File: config.mk
export PLATFORM = sky130hd
export DESIGN_NAME = in_spike_collector
export DESIGN_NICKNAME = d
export VERILOG_FILES = /design/src/rtl/in_spike_collector.sv
export SDC_FILE = /design/constraint.sdc
export NUM_CORES = 1
export LEC_CHECK = 0
export ABC_AREA = 1
export BUFFER_PORTS_ARGS = -buffer_cell sky130_fd_sc_hd__buf_2
export CORE_MARGIN = 2
export CORE_UTILIZATION = 50
export DETAILED_ROUTE_END_ITERATION = 10
export PLACE_DENSITY = 0.71
export SLEW_MARGIN = 20
export SYNTH_ARGS = -nofsm -noshare
export SYNTH_HDL_FRONTEND = slang
export SYNTH_SLANG_ARGS = --single-unit
export TNS_END_PERCENT = 30
File: constraint.sdc
create_clock -name clk_i -period 2 [get_ports clk_i]
set_input_delay 0.2 -clock clk_i [delete_from_list [all_inputs] [get_ports clk_i]]
set_output_delay 0.2 -clock clk_i [all_outputs]
set_load 0.005 [all_outputs]
File: src/rtl/in_spike_collector.sv
// Double-buffered axon spike collector: packets land in a shadow vector, which is published on each tick.
// Optional distinct-spike counter is built when IN_SPIKE_COUNT_EN is defined.
module in_spike_collector #(
    parameter int NUM_AXONS          = 256,
    parameter int AXON_CNT_BIT_WIDTH = 8
) (
    input  logic                            clk_i,
    input  logic                            rst_n_i,
    input  logic                            tick_i,
    input  logic                            pkt_valid_i,
    input  logic [AXON_CNT_BIT_WIDTH-1:0]   pkt_axon_i,
    output logic                            pkt_ready_o,
    output logic [NUM_AXONS-1:0]            spike_o,
    output logic                            start_o,
    output logic [AXON_CNT_BIT_WIDTH:0]     spike_cnt_o,
    output logic [1:0]                      err_o
);
    // state     | meaning
    // S_COLLECT | gathering packets for the current step, waiting for tick
    // S_START   | publish just happened, start pulse to downstream
    typedef enum logic {S_COLLECT = 1'b0, S_START = 1'b1} stateE;

    localparam int CW = AXON_CNT_BIT_WIDTH + 1;

    stateE                 state, stateNext;
    logic                  startFlag;
    logic                  readyQ;
    logic [1:0]            errQ;
    logic [NUM_AXONS-1:0]  shadow, shadowNext, spikeQ, axonHot;
    logic                  accept, inRange, hit, publish, overrun;

    assign accept  = pkt_valid_i & readyQ;
    assign inRange = {1'b0, pkt_axon_i} < CW'(NUM_AXONS);
    assign axonHot = NUM_AXONS'(1) << pkt_axon_i;
    assign hit     = accept & inRange;
    assign publish = (state == S_COLLECT) & tick_i;
    assign overrun = (state == S_START) & tick_i;

    always_comb begin
        stateNext = state;
        startFlag = 1'b0;
        case (state)
            S_COLLECT: if (tick_i) stateNext = S_START;
            S_START: begin
                startFlag = 1'b1;
                stateNext = S_COLLECT;
            end
        endcase
    end

    // A packet arriving in the tick cycle belongs to the new step.
    always_comb begin
        shadowNext = publish ? '0 : shadow;
        if (hit) shadowNext = shadowNext | axonHot;
    end

    always_ff @(posedge clk_i or negedge rst_n_i) begin
        if (!rst_n_i) begin
            state  <= S_COLLECT;
            readyQ <= 1'b0;
            errQ   <= 2'b00;
            shadow <= '0;
            spikeQ <= '0;
        end else begin
            state  <= stateNext;
            readyQ <= 1'b1;
            errQ   <= errQ | {overrun, accept & ~inRange};
            shadow <= shadowNext;
            if (publish) spikeQ <= shadow;
        end
    end

`ifdef IN_SPIKE_COUNT_EN
    logic [CW-1:0] cnt, cntQ;
    logic          isNew;

    assign isNew = hit & ~|(shadow & axonHot);

    always_ff @(posedge clk_i or negedge rst_n_i) begin
        if (!rst_n_i) begin
            cnt  <= '0;
            cntQ <= '0;
        end else if (publish) begin
            cntQ <= cnt;
            cnt  <= hit ? CW'(1) : '0;
        end else if (isNew) begin
            cnt  <= cnt + CW'(1);
        end
    end

    assign spike_cnt_o = cntQ;
`else
    assign spike_cnt_o = '0;
`endif

    assign pkt_ready_o = readyQ;
    assign spike_o     = spikeQ;
    assign start_o     = startFlag;
    assign err_o       = errQ;
endmodule

# Word level (Yosys, flattened, before mapping)
# Index checks and enable logic that the tools add are counted.
# word_totals
reg_bits	516
input_bits	12
out_inout_bits	269
word_cells	17
# op_classes
shift	1
muxes	5
bitwise_logic	6
# ops
op	count
256-bit 2-to-1 mux	2
256-bit bitwise OR	1
1-bit by 8-bit << shifter with 256-bit output, first input constant	1
1-bit bitwise AND	3
1-bit 2-to-1 mux	2
2-bit bitwise OR	1
1-bit one-hot mux with 2 select lines	1
1-bit inverter	1

# Logic depth before layout (Yosys ltp)
# depth
ltp_word	5
ltp_mapped	7
mapped_depth_nobuf	6

# Worst setup path before layout
# Ideal clock, no wire load.
# synth_path
path_kind	reg-to-reg
from	register state
to	register shadow[37]
setup_time_ns	0.119
t_arrival_ns	1.257
required_ns	1.881
setup_slack_ns	0.625
path_stages_with_launch	7
n_path_buf	2
period_less_slack_ns	1.375
path_cell_list	dfrtp_1 > nor2_1 > inv_2 > clkbuf_1 > clkbuf_1 > nand2_1 > nand2_1
# synth_between
elab_chain_cells	5
# synth_lines
item	line_no	rtl
start, declared	25	stateE state, stateNext;
start signal, assigned	65	state <= stateNext;
1-bit inverter (*)	36	assign publish = (state == S_COLLECT) & tick_i;
1-bit bitwise AND (*)	36	
256-bit 2-to-1 mux (*)	53	shadowNext = publish ? '0 : shadow;
256-bit bitwise OR	54	if (hit) shadowNext = shadowNext | axonHot;
256-bit 2-to-1 mux (*)	54	
named net shadowNext[37]	29	logic [NUM_AXONS-1:0] shadow, shadowNext, spikeQ, axonHot;
end signal, assigned	68	shadow <= shadowNext;
end, declared	29	
# The timed path passes the listed nets; every way through them passes the cells marked *.
# A chain may end at the register's enable or synchronous reset.

# Worst setup path in the final report
# layout_path
from	register readyQ (netlist: pkt_ready_o)
to	register shadow[33]
# layout_between
elab_chain_cells	2
# layout_lines
item	line_no	rtl
start, declared	27	logic readyQ;
start signal, assigned	60	readyQ <= 1'b0;
start signal, assigned	66	readyQ <= 1'b1;
1-bit bitwise AND	32	assign accept = pkt_valid_i & readyQ;
256-bit 2-to-1 mux	54	
named net shadowNext[33]	29	
# The timed path passes the listed nets, and every way through them passes these cells.

==> flow_summary_export.csv <==
group,metric,value,unit
run_status,status,"complete, no violations",
synth,ys_ff_latch,515,
routing,viasPerCell,5.44,
power,power_leakage,14.7,nW
die,start_util,50.8,%
sta,fin_hold_ws,0.0707,ns
critical_path,path_class,"reg -> reg",
cells_and_area,drive_gt1_share,18.9,%
critical_path,reg2regPathDepth,5,
die,core.rowCount,73,
critical_path,crit_path_end_kind,"register",
power,power.density,874,nW/um^2
grt,met3_usage,5.73,%
sta,setup_viol,0,
sta,fin_crit,1.68,ns
critical_path,crit_fanout,16,
die,dieArea,42200,sq um
die,fp.dieH,205,microns
die,coreArea,39900,sq um
sta,timing_hold_violations_final,0,
grt,grt-ovfl-total,0,
placement,portBuffers,270,
critical_path,critPathLaunchType,"register",
routing,dr.pass1.iters,5,
grt,met2_usage,44.6,%
cts,h-tree-depth,2,
hold_path,min_from,"pkt_axon_i[7]",
placement,dpl_cell_area,23000,sq um
routing,drc,0,
sta,final.period_utilization,84.1,%
grt,globalRouteMet1Util,43.5,%
grt,grt.busiest_layer,"met2",
sta,maxSlewHeadroom,55.2,%
synth,syn_area,20300,sq um
synth,ys_seq_area_share,63.5,%
routing,num_vias,17242,
cts,cts.path.max_buffers,3,
cells_and_area,fin_nets,2617,
grt,grt_max_degree,129,
critical_path,rrSetupSlack,0.32,ns
cts,numCtsBuffers,51,
die,pin_count,281,
placement,place_congestion,0.865,
cts,clock_latency,0.58,ns
critical_path,worstPathArrival,2.19,ns
grt,antenna_found_initial,4,
die,die_w,205,microns
sta,tightest_slew,0.672,ns
grt,grt_util_all_layers,29.7,%
cts,post_cts_buffers,0,
hold_path,worstHoldPathType,"in -> reg",
placement,dp_hpwl,41400,microns
cts,clkSlewWorstSetupHoldPaths,0.06,ns
synth,synth_cells,2317,
routing,ant_nets,0,
synth,synth_area_leaders,"dfrtp_1, nand2_1, nand4_1",
synth,ys_warn_count,0,
cells_and_area,fin_area,24800,sq um
grt,grt_pass1_vias,16697,
sta,fmax,0.595,GHz
routing,drt_iter0_markers,1712,
cts,cts_tree,"built",
routing,wl,62300,microns
synth,ys_types,15,
sta,rsz0062_at_grt,"no",
power,ir_drop,0.628,mV
hold_path,whs_endpoint,"shadow[127]",
cts,cts_root_buf,"clkbuf_16",
synth,yosysTopAreaCell,"dfrtp_1",
synth,avgSynthCellArea,8.75,sq um
cts,ctsResizeCount,0,
hold_path,hold_path_depth,4,
synth,synth_top_cell_area_share,63.5,%
critical_path,r2r-start,"pkt_ready_o",
cells_and_area,area_delta_synth_final,22.3,%
grt,grt_pass1_wl,95900,microns
cts,ctsHoldBuffers,2,
routing,post_drt_wl_per_cell,19.7,microns
sta,slew_violations,0,
sta,clock_skew,0.0111,ns
cts,cts_sinks,515,
critical_path,crit_required,2.51,ns
sta,setup_tns,0,ns
critical_path,r2r_end,"shadow[33]",
run,drv_cap,0,
==> kinds of logic (layout without fill, tap and decap cells) <==
family | Yosys count | in the layout | synth area share [%]
DFF | 515 | 515 | 63.5
buffers and inverters | 185 | 501 | 3.80
other | 2 | 12 | 0.0370
AOI/OAI and AO/OA | 1 | 1 | 0.0370
and+or+nand+nor | 1614 | 1614 | 32.6
==> layout by cell type, fill, tap and decap left out, types with 11 or more instances in the layout <==
cell          n
buf_12       29
buf_2       267
buf_4       102
clkbuf_16    53
clkbuf_8     18
conb_1       11
dfrtp_1     515
nand2_1    1283
nand3_1     120
nand4_1     158
nor2_1       35
nor2_2       11
==> cells in the mapped netlist (all sizes together) <==
cell type and number:
a21o 1, buf 49, clkbuf 126, clkinv 1
conb 2, dfrtp 515, inv 9, nand2 1283
nand3 120, nand4 158, nor2 49, nor3 4
==> power by group <==
| part | internal, mW | switching (mW) | total, mW |
|---|---|---|---|
| logic | 0.273 | 0.925 | 1.20 |
| registers | 10.5 | 0.0286 | 10.5 |
| clock network | 6.01 | 3.97 | 9.98 |
==> final cells by class <==
cell class / count / area (sq um)
multi-input combinational: 1626 / 6730
sequential: 515 / 12900
antenna: 1 / 2.50
tap: 525 / 657
clock inverter: 9 / 151
inverter: 10 / 48.8
timing repair buffer: 401 / 2720
fill: 3383 / 15100
clock buffer: 81 / 1610
==> critical path: stages, from the launching register on <==
cell and delay [ns]:
dfrtp_1 0.34, nand2_1 0.15, nor2_4 0.53, buf_4 0.26, nand3_1 0.19, nand2_1 0.14
==> stage by stage <==
step | setup WS [ns] | total power [mW] | cells | util, %
4_1_cts | 0.371 | 21.8 | 3167 | 62.1
3_5_place_dp | 0.318 | 11.9 | 3075 | 57.7
3_3_place_gp | 0.351 | 11.9 | 3075 | 57.7
6_report | 0.319 | 21.7 | 3168 | 62.1
2_1_floorplan | 0.625 | 11.2 | 2326 | -
5_1_grt | 0.242 | 22.3 | 3168 | 62.1
==> how the worst max path moves through the flow <==
stage / to / from / cells after the start
final: shadow[33] / pkt_ready_o / 5
after global routing: spike_o[64] / state / 4
after CTS: shadow[45] / pkt_ready_o / 5
after detailed placement: shadow[89] / pkt_axon_i[0] / 8
after global placement: shadow[76] / pkt_axon_i[4] / 7
after floorplan: shadow[37] / state / 6
==> flip-flops by register name, indices dropped and copies added (netlist names) <==
signal / count
err_o: 1
pkt_ready_o: 1
spike_o: 256
shadow: 256
state: 1
==> layer usage <==
layer  vias to the layer above  part of all wire [%]
met1                      8520                    43
met2                       700                    46
met4                         6                   3.3
met5                         -                 0.048
met3                       125                   7.8
li1                       7891                     -
(Power assumes the default switching activity.)
